$ cat config.mk
export PLATFORM = sky130hd
export DESIGN_NAME = jtpang_objdma
export DESIGN_NICKNAME = d
export VERILOG_FILES = /design/src/rtl/jtpang_pkg.sv /design/src/rtl/jtpang_objdma.sv
export SDC_FILE = /design/constraint.sdc
export NUM_CORES = 1
export LEC_CHECK = 0
export CORE_AREA = 2 2 71 73
export DETAILED_ROUTE_END_ITERATION = 8
export DIE_AREA = 0 0 73 75
export PLACE_DENSITY_LB_ADDON = 0.3
export SETUP_SLACK_MARGIN = 0.15
export SLEW_MARGIN = 20
export SYNTH_ARGS = -nofsm -noshare
export SYNTH_HDL_FRONTEND = slang
export SYNTH_SLANG_ARGS = --single-unit
$ cat constraint.sdc
create_clock -name clk -period 2.35 [get_ports clk]
set_input_delay 0.47 -clock clk [delete_from_list [all_inputs] [get_ports clk]]
set_output_delay 0.47 -clock clk [all_outputs]
set_load 0.02 [all_outputs]
$ cat src/rtl/jtpang_pkg.sv
// Shared constants for the Pang/Mitchell object DMA: FSM encoding and
// the default object-table size with its derived counter width.
package jtpang_pkg;

  localparam logic [1:0] ST_IDLE = 2'd0;
  localparam logic [1:0] ST_WAIT = 2'd1;
  localparam logic [1:0] ST_COPY = 2'd2;
  localparam logic [1:0] ST_REL  = 2'd3;

  localparam int OBJ_BYTES_DEF = 512;

  // One extra bit so the counter can run past the last byte for the drain ticks
  function automatic int cnt_width(input int bytes);
    return $clog2(bytes) + 1;
  endfunction

  localparam int CNT_W_DEF = cnt_width(OBJ_BYTES_DEF);

endpackage

$ cat src/rtl/jtpang_objdma.sv
// Object DMA: grabs the Z80 bus via BUSRQ/BUSAK, copies the object table
// into the non-displayed buffer bank, then flips the bank the renderer reads.
module jtpang_objdma
  import jtpang_pkg::*;
#(
  parameter int             AW        = 12,
  parameter int             OBJ_BYTES = OBJ_BYTES_DEF,
  parameter logic [AW-1:0]  SRC_BASE  = {AW{1'b0}},
  parameter bit             VB_ONLY   = 1'b1
) (
  input  logic                          clk,
  input  logic                          rst_n,
  input  logic                          cen,
  input  logic                          LVBL,
  input  logic                          dma_go,
  output logic                          busrq,
  input  logic                          busak_n,
  output logic [AW-1:0]                 src_addr,
  output logic                          src_rd,
  input  logic [7:0]                    src_dout,
  output logic [cnt_width(OBJ_BYTES)-1:0] buf_addr,
  output logic [7:0]                    buf_din,
  output logic                          buf_we,
  output logic                          rd_bank,
  output logic                          busy
);

  localparam int CW = cnt_width(OBJ_BYTES);

  logic [1:0]    state_r;
  logic [CW-1:0] cnt_r;
  logic          pending_r;
  logic          start_s;

  assign start_s = cen && (state_r == ST_IDLE) && pending_r && (!VB_ONLY || !LVBL);

  // Request latch: dma_go can land between cen ticks, and a pulse coinciding
  // with the start decision must survive to launch one more transfer.
  always_ff @(posedge clk or negedge rst_n) begin
    if (!rst_n) begin
      pending_r <= 1'b0;
    end else begin
      pending_r <= dma_go | (pending_r & ~start_s);
    end
  end

  // Bus handshake, copy pipeline and bank flip
  always_ff @(posedge clk or negedge rst_n) begin
    if (!rst_n) begin
      state_r  <= ST_IDLE;
      busrq    <= 1'b0;
      busy     <= 1'b0;
      src_rd   <= 1'b0;
      src_addr <= SRC_BASE;
      buf_we   <= 1'b0;
      buf_addr <= {CW{1'b0}};
      buf_din  <= 8'h00;
      rd_bank  <= 1'b0;
      cnt_r    <= {CW{1'b0}};
    end else if (cen) begin
      case (state_r)
        ST_IDLE: begin
          if (start_s) begin
            busy    <= 1'b1;
            busrq   <= 1'b1;
            state_r <= ST_WAIT;
          end
        end
        ST_WAIT: begin
          if (!busak_n) begin
            src_addr <= SRC_BASE;
            src_rd   <= 1'b1;
            cnt_r    <= {CW{1'b0}};
            state_r  <= ST_COPY;
          end
        end
        ST_COPY: begin
          if (cnt_r == CW'(OBJ_BYTES + 1)) begin
            busrq   <= 1'b0;
            rd_bank <= ~rd_bank;
            state_r <= ST_REL;
          end else if (busak_n) begin
            // CPU took the bus back early: keep showing the old table
            busrq   <= 1'b0;
            src_rd  <= 1'b0;
            buf_we  <= 1'b0;
            state_r <= ST_REL;
          end else begin
            // Data for address cnt_r arrives now; the next address goes out
            cnt_r    <= cnt_r + CW'(1);
            buf_we   <= (cnt_r < CW'(OBJ_BYTES));
            buf_din  <= src_dout;
            buf_addr <= {~rd_bank, cnt_r[CW-2:0]};
            src_rd   <= (cnt_r < CW'(OBJ_BYTES - 1));
            if (cnt_r < CW'(OBJ_BYTES - 1)) begin
              src_addr <= SRC_BASE + AW'(cnt_r + CW'(1));
            end
          end
        end
        ST_REL: begin
          if (busak_n) begin
            busy    <= 1'b0;
            state_r <= ST_IDLE;
          end
        end
        default: begin
          busrq   <= 1'b0;
          src_rd  <= 1'b0;
          buf_we  <= 1'b0;
          busy    <= 1'b0;
          state_r <= ST_IDLE;
        end
      endcase
    end
  end

endmodule

**Word level (Yosys, flattened, before mapping)**

Index checks and enable logic that the tools add are counted.

- Add/subtract/negate cells: 2
- Multipliers: 0
- Divide/modulo/power cells: 0
- Order comparisons: 2
- Eq/ne operators: 11
- Shifts and indexed selects: 0
- Multiplexer cells: 25
- Bitwise gates (word level): 6
- Reductions and logical operators: 17

Operators by type and width:

| cell | number |
|---|---|
| two-way mux 12 bit | 4 |
| two-way mux 10 bit | 3 |
| case mux 12 bit (2 select lines) | 1 |
| case mux 10 bit (2 select lines) | 1 |
| AND reduction 4 bit | 4 |
| != test 2 bit (second input constant) | 6 |
| adder 10 x 1 -> 11 bit (second input constant) | 1 |
| adder 10 x 1 -> 10 bit (second input constant) | 1 |
| equality test 10 bit (second input constant) | 1 |
| < comparator 10 bit (second input constant) | 1 |
| < comparator 10 x 9 -> 1 bit (second input constant) | 1 |
| two-way mux 2 bit | 5 |
| AND reduction 5 bit | 2 |
| case mux 2 bit (4 select lines) | 1 |
| two-way mux 1 bit | 7 |
| case mux 1 bit (2 select lines) | 3 |
| AND reduction 3 bit | 2 |
| AND reduction 6 bit | 1 |
| nonzero test 2 bit | 3 |
| equality test 2 bit (second input constant) | 2 |
| NOT 1 bit | 4 |
| logical AND 1 bit | 3 |
| != test 3 bit (second input constant) | 1 |
| equality test 2 x 1 -> 1 bit (second input constant) | 1 |
| other kinds (4) | 4 |

- Bits in registers: 48
- Latch bits: 0
- Bits in writable memories: 0
- Memory bits (read-only): 0
- Bits of input ports: 14
- Output and inout bits: 35
- Memories kept: 0

**Logic depth before layout (Yosys ltp)**

- Word-level depth: 7
- Gate-level depth with buffers: 7
- Gate-level depth less buffers: 6

**Worst setup path before layout**

Ideal clock, no wire load.

- Path kind: register to register
- Start: reg state_r[0]
- End: reg src_addr[2]
- Library setup time: 0.128 ns
- Data arrival time: 1.892 ns
- Data required time: 2.222 ns
- Slack: 0.330 ns
- Cell stages (with the launch flop): 8
- Path buffers: 1
- Cell sequence: dfrtp_1 > inv_1 > ha_1 > clkinv_1 > nor4_2 > a211o_2 > buf_6 > mux2_1

- Word-level cells in the longest chain between the ends: 3
- Elaborated cells between the ends (all ways): 9

RTL lines:

| item | RTL line | text |
|---|---|---|
| from (decl) | jtpang_objdma.sv:30 | `logic [1:0] state_r;` |
| from (signal assigned) | jtpang_objdma.sv:50 | `state_r <= ST_IDLE;` |
| from (signal assigned) | jtpang_objdma.sv:66 | `state_r <= ST_WAIT;` |
| from (signal assigned) | jtpang_objdma.sv:74 | `state_r <= ST_COPY;` |
| equality test 2 bit or equality test 2 x 1 -> 1 bit (tied branches) | jtpang_objdma.sv:61 | `case (state_r)` |
| != test 2 bit (no line) or nonzero test 2 bit (tied branches) | -- |  |
| AND reduction 6 bit (no line) | -- |  |
| to (signal assigned) | jtpang_objdma.sv:96 | `src_addr <= SRC_BASE + AW'(cnt_r + CW'(1));` |
| to (decl) | jtpang_objdma.sv:18 | `output logic [AW-1:0] src_addr,` |

Several ways; a longest one is shown, not always the timed one.
A chain may end at the register's enable or synchronous reset.

**Worst setup path in the final report**

- Start: reg cnt_r[7]
- End: reg src_addr[4]

- Word-level cells in the longest chain between the ends: 3
- Elaborated cells between the ends (all ways): 5

RTL lines:

| item | RTL line | text |
|---|---|---|
| from (decl) | jtpang_objdma.sv:31 | `logic [CW-1:0] cnt_r;` |
| from (signal assigned) | jtpang_objdma.sv:59 | `cnt_r <= {CW{1'b0}};` |
| from (signal assigned) | jtpang_objdma.sv:73 | `cnt_r <= {CW{1'b0}};` |
| from (signal assigned) | jtpang_objdma.sv:90 | `cnt_r <= cnt_r + CW'(1);` |
| < comparator 10 x 9 -> 1 bit or equality test 10 bit (tied branches) | jtpang_objdma.sv:95, jtpang_objdma.sv:78 |  |
| != test 2 bit (no line) | -- |  |
| AND reduction 6 bit (no line) (*) | -- |  |

Mark *: on every way between the ends. The rest lies on a longest branch, timed or not.

==> metrics.md <==
| Metric | Value |
|---|---|
| Die W | `73 um` |
| Layout Nets | `273` |
| Final setup violating endpoints | `0` |
| Starting density of the core | `0.506` |
| Launch point of the worst reg-to-reg path | `cnt_r[7]$_DFFE_PN0P_` |
| WP data arrival | `2.29 ns` |
| Worst endpoint required time | `2.53 ns` |
| Mean instance size in the synthesized netlist | `12.3 um2` |
| Maximum buffer depth of the clock tree | `2` |
| Slowest cell delay on critical path | `0.49 ns` |
| N_diodes | `0` |
| Startpoint Class | `register` |
| Share of synthesized flip-flops with an asynchronous set or reset | `1.00` |
| Number of violations of the max-capacitance limit | `0` |
| Number of H-tree levels | `2` |
| Uppermost metal layer occupied by signal nets | `met4` |
| Final Critical Period | `2.10 ns` |
| Clock insertion delay at the later pin of the skew report | `0.30 ns` |
| Crit path max-delay cell type | `sky130_fd_sc_hd__or3_1` |
| Worst slack, placed | `0.0199 ns` |
| Total clock buffers created by CTS | `5` |
| Vias in the first global route | `1,642` |
| Number of sinks driven by the clock tree | `47` |
| Final Max Tran Viols | `0` |
| Biggest fanout along the worst timing path | `12` |
| Number of antenna violations at the first check in global routing | `0` |
| Layout cells sized above 1 | `0.229` |
| Die Area | `5480 um2` |
| Buffer cell driving the clock tree root | `sky130_fd_sc_hd__clkbuf_8` |
| Buffer count from post-CTS setup fixing | `0` |
| Synthesized instance count | `192` |
| Routed WL | `4510 um` |
| Count of cell types in the netlist | `45` |
| Remaining number of nets flagged by the antenna check after routing | `0` |
| Critical path start-end classification | `register to register` |
| Maximum number of pins on one net before global-route repair | `24` |
| Critical Path End Type | `register` |
| Met1 Routed Length | `2050 um` |
| Total global routing track utilization | `0.184` |
| Number of vias in the routed layout | `1,661` |
| Power density normalized to cell area | `961 nW/um2` |
| I/O Buffers | `47` |
| Worst setup skew after layout | `0.00750 ns` |
| Count of flip-flops with a built-in enable after synthesis | `0` |
| Reg2Reg Setup Slack | `0.25 ns` |
| Number of iterations in the first detailed-routing pass | `4` |
| Clock tree from TritonCTS | `done` |
| Post-route total power | `2.89 mW` |
| Summed instance area of the synthesized netlist | `2360 um2` |
| Dominant synthesized flop cell | `sky130_fd_sc_hd__dfrtp_1` |
| Total grt overflow | `0` |
| Flop and latch count out of synthesis | `47` |
| Standby leakage power | `1.33 nW` |
| Setup ws final | `0.246 ns` |
| Starting DRC count in detailed routing | `68` |
| Detailed-route wire length per cell | `14.7 um` |
| Worst R2R Path Depth | `4` |
| DRC viols | `0` |
| Net count after synthesis | `213` |
| Row count | `25` |
| Hold bufs inserted after CTS | `0` |
| DR WL met3 | `275 um` |
| Detail-routed via count per cell | `5.41` |
| Maximum operating frequency | `0.475 GHz` |
| Met2 layer wire length in the routed design | `2110 um` |
| Worst supply voltage drop on vdd | `579 uV` |
| Floorplan die height | `75 um` |
| Outcome | `finished clean` |
| Final clock period utilization by the worst path | `0.895` |
| Area added between synthesis and finish | `27.7%` |
| Min-Delay Path Class | `primary input to asynchronous set/reset pin` |
| Clock edge transition at the registers on the reported setup and hold paths | `0.08 ns` |
| Top Ports | `49` |
| Synth warnings | `0` |
| Routability congestion estimate from global placement | `0.818` |
| Cell-by-cell listing of the critical path | `or3_1 > nor4_2 > a211o_2 > mux2_1` |
| Post-Route Setup TNS | `0 ns` |
| Unrepaired setup endpoints after global routing | `false` |
| Sequential element share of the synthesized area | `0.499` |
| Final Hold Violating Endpoints | `0` |
| Core region area | `4660 um2` |
| End of the worst register-to-register path | `src_addr[4]$_DFFE_PN0P_` |
| Detail Placement HPWL | `3400 um` |
| Global-route wire length before repair | `7620 um` |
-- cell usage in the layout (no fill, tap or decap), types with 2 or more instances in the layout --
| cell | n |
|---|---|
| sky130_fd_sc_hd__mux2i_1 | 6 |
| sky130_fd_sc_hd__xnor2_1 | 3 |
| sky130_fd_sc_hd__dfrtp_1 | 47 |
| sky130_fd_sc_hd__a22o_1 | 2 |
| sky130_fd_sc_hd__clkdlybuf4s50_1 | 46 |
| sky130_fd_sc_hd__inv_1 | 10 |
| sky130_fd_sc_hd__buf_4 | 16 |
| sky130_fd_sc_hd__nor2b_1 | 3 |
| sky130_fd_sc_hd__or3_1 | 4 |
| sky130_fd_sc_hd__nand3_1 | 5 |
| sky130_fd_sc_hd__mux2_4 | 8 |
| sky130_fd_sc_hd__nand2_1 | 11 |
| sky130_fd_sc_hd__a21oi_1 | 4 |
| sky130_fd_sc_hd__mux2_1 | 8 |
| sky130_fd_sc_hd__clkbuf_8 | 5 |
| sky130_fd_sc_hd__nand2b_1 | 4 |
| sky130_fd_sc_hd__nor2_1 | 5 |
| sky130_fd_sc_hd__o31ai_1 | 3 |
| sky130_fd_sc_hd__o21ai_0 | 11 |
| sky130_fd_sc_hd__nor3_4 | 2 |
| sky130_fd_sc_hd__ha_1 | 7 |
| sky130_fd_sc_hd__mux2_2 | 18 |
-- synth_stat cells (2+ instances only) --
cell	count	area [um2]
sky130_fd_sc_hd__nor2_1	5	18.8
sky130_fd_sc_hd__o31ai_1	3	22.5
sky130_fd_sc_hd__or3_1	4	25.0
sky130_fd_sc_hd__buf_6	3	33.8
sky130_fd_sc_hd__nand2b_1	4	25.0
sky130_fd_sc_hd__buf_2	3	15.0
sky130_fd_sc_hd__a21oi_1	4	20.0
sky130_fd_sc_hd__o21ai_0	11	55.1
sky130_fd_sc_hd__nor3_4	2	32.5
sky130_fd_sc_hd__nor2b_1	3	18.8
sky130_fd_sc_hd__a22o_1	2	17.5
sky130_fd_sc_hd__dfrtp_1	47	1180
sky130_fd_sc_hd__mux2_1	8	90.1
sky130_fd_sc_hd__nand2_1	11	41.3
sky130_fd_sc_hd__mux2_2	18	203
sky130_fd_sc_hd__mux2i_1	6	60.1
sky130_fd_sc_hd__inv_1	10	37.5
sky130_fd_sc_hd__buf_4	2	15.0
sky130_fd_sc_hd__ha_1	7	87.6
sky130_fd_sc_hd__mux2_4	8	120
sky130_fd_sc_hd__nand3_1	5	25.0
sky130_fd_sc_hd__xnor2_1	3	26.3
-- layer usage --
metal,GRT usage,vias to the layer above
li1,-,795
met1,0.239,811
met2,0.289,48
met3,0.0509,7
met4,0.0823,0
met5,0,-
-- cell type report --
type	instances	area, um2
multi-input cells	124	1050
inverters	11	41.3
repair buffers	63	586
fillers	389	1650
well taps	54	67.6
flip-flops and latches	47	1180
clock inverters	2	12.5
clock buffers	6	72.6
-- power by group --
| part | switching, mW | internal, mW |
|---|---|---|
| clock network | 0.265 | 0.208 |
| logic | 0.650 | 0.632 |
| registers | 0.130 | 1.01 |
| total | 1.04 | 1.85 |
-- repair_timing --
action | in CTS | in global routing
setup endpoints to repair | 0 | 6
endpoints found under the hold margin | 0 | 0
resized for setup | 0 | 1
-- state kept, by name, summed over array words and instances, names as in the netlist, 2 cells and up --
register,flops
src_addr,11
buf_addr,10
cnt_r,10
buf_din,8
state_r,2
-- how the worst max path moves through the flow --
stage	from	endpoint	slack, ns	cells past startpoint
6_report	cnt_r[7]$_DFFE_PN0P_	src_addr[4]$_DFFE_PN0P_	0.25	4
5_1_grt	cnt_r[5]$_DFFE_PN0P_	src_addr[1]$_DFFE_PN0P_	0.16	4
4_1_cts	cnt_r[5]$_DFFE_PN0P_	cnt_r[1]$_DFFE_PN0P_	0.25	4
3_5_place_dp	cen	src_addr[4]$_DFFE_PN0P_	0.02	5
3_3_place_gp	cen	src_addr[5]$_DFFE_PN0P_	0.06	5
2_1_floorplan	state_r[0]$_DFFE_PN0P_	src_addr[2]$_DFFE_PN0P_	0.33	7
-- logic make-up after synthesis --
logic type	Yosys count	share of synthesized area
flops	47	0.499
simple gates	42	0.106
mux	40	0.201
compound gates	30	0.0860
buf+inv	21	0.0547
fa+ha+maj	7	0.0372
xor+xnor	4	0.0149
other cells	1	0.00159
-- critical path, delay by kind of cell, from the launching register on --
kind	cells	cell delay [ns]
AO/OA/AOI/OAI	1	0.35
AND/OR/NAND/NOR	2	0.88
multiplexers	1	0.37
flip-flops	1	0.39
-- metrics by stage --
| step | utilization | instance area [um2] | cells | hold slack, ns |
|---|---|---|---|---|
| 3_5_place_dp | 0.627 | 2920 | 299 | 0.468 |
| 3_3_place_gp | 0.627 | 2920 | 299 | 0.462 |
| 2_1_floorplan | - | 2360 | 192 | 0.174 |
| 4_1_cts | 0.645 | 3010 | 307 | 0.136 |
| 6_report | 0.646 | 3010 | 307 | 0.125 |
| 5_1_grt | 0.646 | 3010 | 307 | 0.165 |
Note: power is estimated with default switching activity, not from simulation.
==> RTL change: new RTL, config.mk and constraints unchanged <==
Change the parameter `VB_ONLY` from 1'b1 to 1'b0.
--- a/src/rtl/jtpang_objdma.sv
+++ b/src/rtl/jtpang_objdma.sv
@@ -8,3 +8,3 @@
   parameter logic [AW-1:0]  SRC_BASE  = {AW{1'b0}},
-  parameter bit             VB_ONLY   = 1'b1
+  parameter bit             VB_ONLY   = 1'b0
 ) (
Function: changed (a bounded check fails within 4 cycles, from zero or initial values and one cycle with rst_n low).
==> RTL change against the original RTL <==
Wire length is 2.6% higher. Largest power group unchanged. Die area did not move. Total power up 17%. Worst setup slack improved by 35 ps. Sequential cell count is the same. Synthesized area is 3.7% lower. Largest cell class unchanged. Design area grew 1.5%.
==> RTL change: results (changes against the original RTL) <==
status=finished clean; share of layout cells above drive strength 1=0.268 (+0.0385); Sw Ratio=0.357 (-0.00400); largest net degree at the start of global routing=20 (-17%); fraction of area in clock buffers and inverters=0.0397 (+0.0114); Port Buffer Count=46 (-2.1%); Post-Synth Adder-Cell Area=0.0331 (-0.00410); Pint=0.00217 W (+17%); Signal buf overhead=0.209 (+0.0143); crit path DAT=2260 ps (-30 ps); Logic inverters=13 (+2); Detail Placement HPWL=3.41 mm (+0.22%); #MultiIn Comb=119 (-4.0%); routed wire length per instance=15.0 microns (+2.2%); initial drt markers=124 (+82%); post-synthesis mux area share=0.181 (-0.0194); Synth Area in XOR/XNOR=0.0154 (+0.000566); Clk pwr share=0.188 (+0.024); CP max stage delay=420 ps (-70 ps); Fin Hold WS=65.1 ps (-59.8 ps); total number of vias=1656 (-0.30%); CP max FO=8 (-4); r2r endpoint=src_addr[9]$_DFFE_PN0P_; post-synthesis cell type count=46 (+2.2%); top post-synthesis cells by count=dfrtp_1, mux2_2, inv_1; slowest library cell on the worst path=dfrtp_1
==> RTL change: changes by cell type after synthesis, moves of 3 or more <==
cell,unedited run,this run
a31oi_1,1,4
mux2_1,8,0
mux2_2,18,25
nand2_1,11,8
nand2b_1,4,1
nor2b_1,3,0
==> RTL change: worst max-delay path by stage <==
| stage | startpoint | end | slack (ps) | cells after the start |
|---|---|---|---|---|
| final | state_r[0]$_DFFE_PN0P_ | src_addr[9]$_DFFE_PN0P_ | 280 | 7 |
| after global placement | cen | src_addr[4]$_DFFE_PN0P_ | 110 | 5 |
| after detailed placement | cen | src_addr[9]$_DFFE_PN0P_ | 100 | 5 |
| after floorplan | state_r[0]$_DFFE_PN0P_ | buf_addr[1]$_DFFE_PN0P_ | 300 | 6 |
| after CTS | state_r[0]$_DFFE_PN0P_ | src_addr[9]$_DFFE_PN0P_ | 190 | 7 |
| after global routing | cnt_r[0]$_DFFE_PN0P_ | src_addr[9]$_DFFE_PN0P_ | 180 | 6 |
==> RTL change: metrics by stage <==
stage / util / std cells / area, sq um / worst slack [ps]
2_1_floorplan: - / 186 / 2270 / 295
3_3_place_gp: 0.623 / 298 / 2900 / 107
3_5_place_dp: 0.623 / 298 / 2900 / 98.3
4_1_cts: 0.655 / 308 / 3050 / 193
5_1_grt: 0.656 / 308 / 3060 / 178
6_report: 0.656 / 308 / 3060 / 281
==> RTL change: repair_timing <==
action / in CTS / in global routing
buffers inserted: 2 / 0
setup endpoints to repair: 1 / 14
pin swaps: 1 / 0
hold buffers: 0 / 0
gates resized for setup: 0 / 1
==> RTL change: layer usage <==
metal  wire (microns)  vias up  GRT usage  share of wire
li1                 -      806          -              -
met1             2100      803      0.242           0.45
met2             2220       40      0.292           0.48
met3              244        7     0.0576          0.053
met4               65        0     0.0617          0.014
met5                0        -          0              0
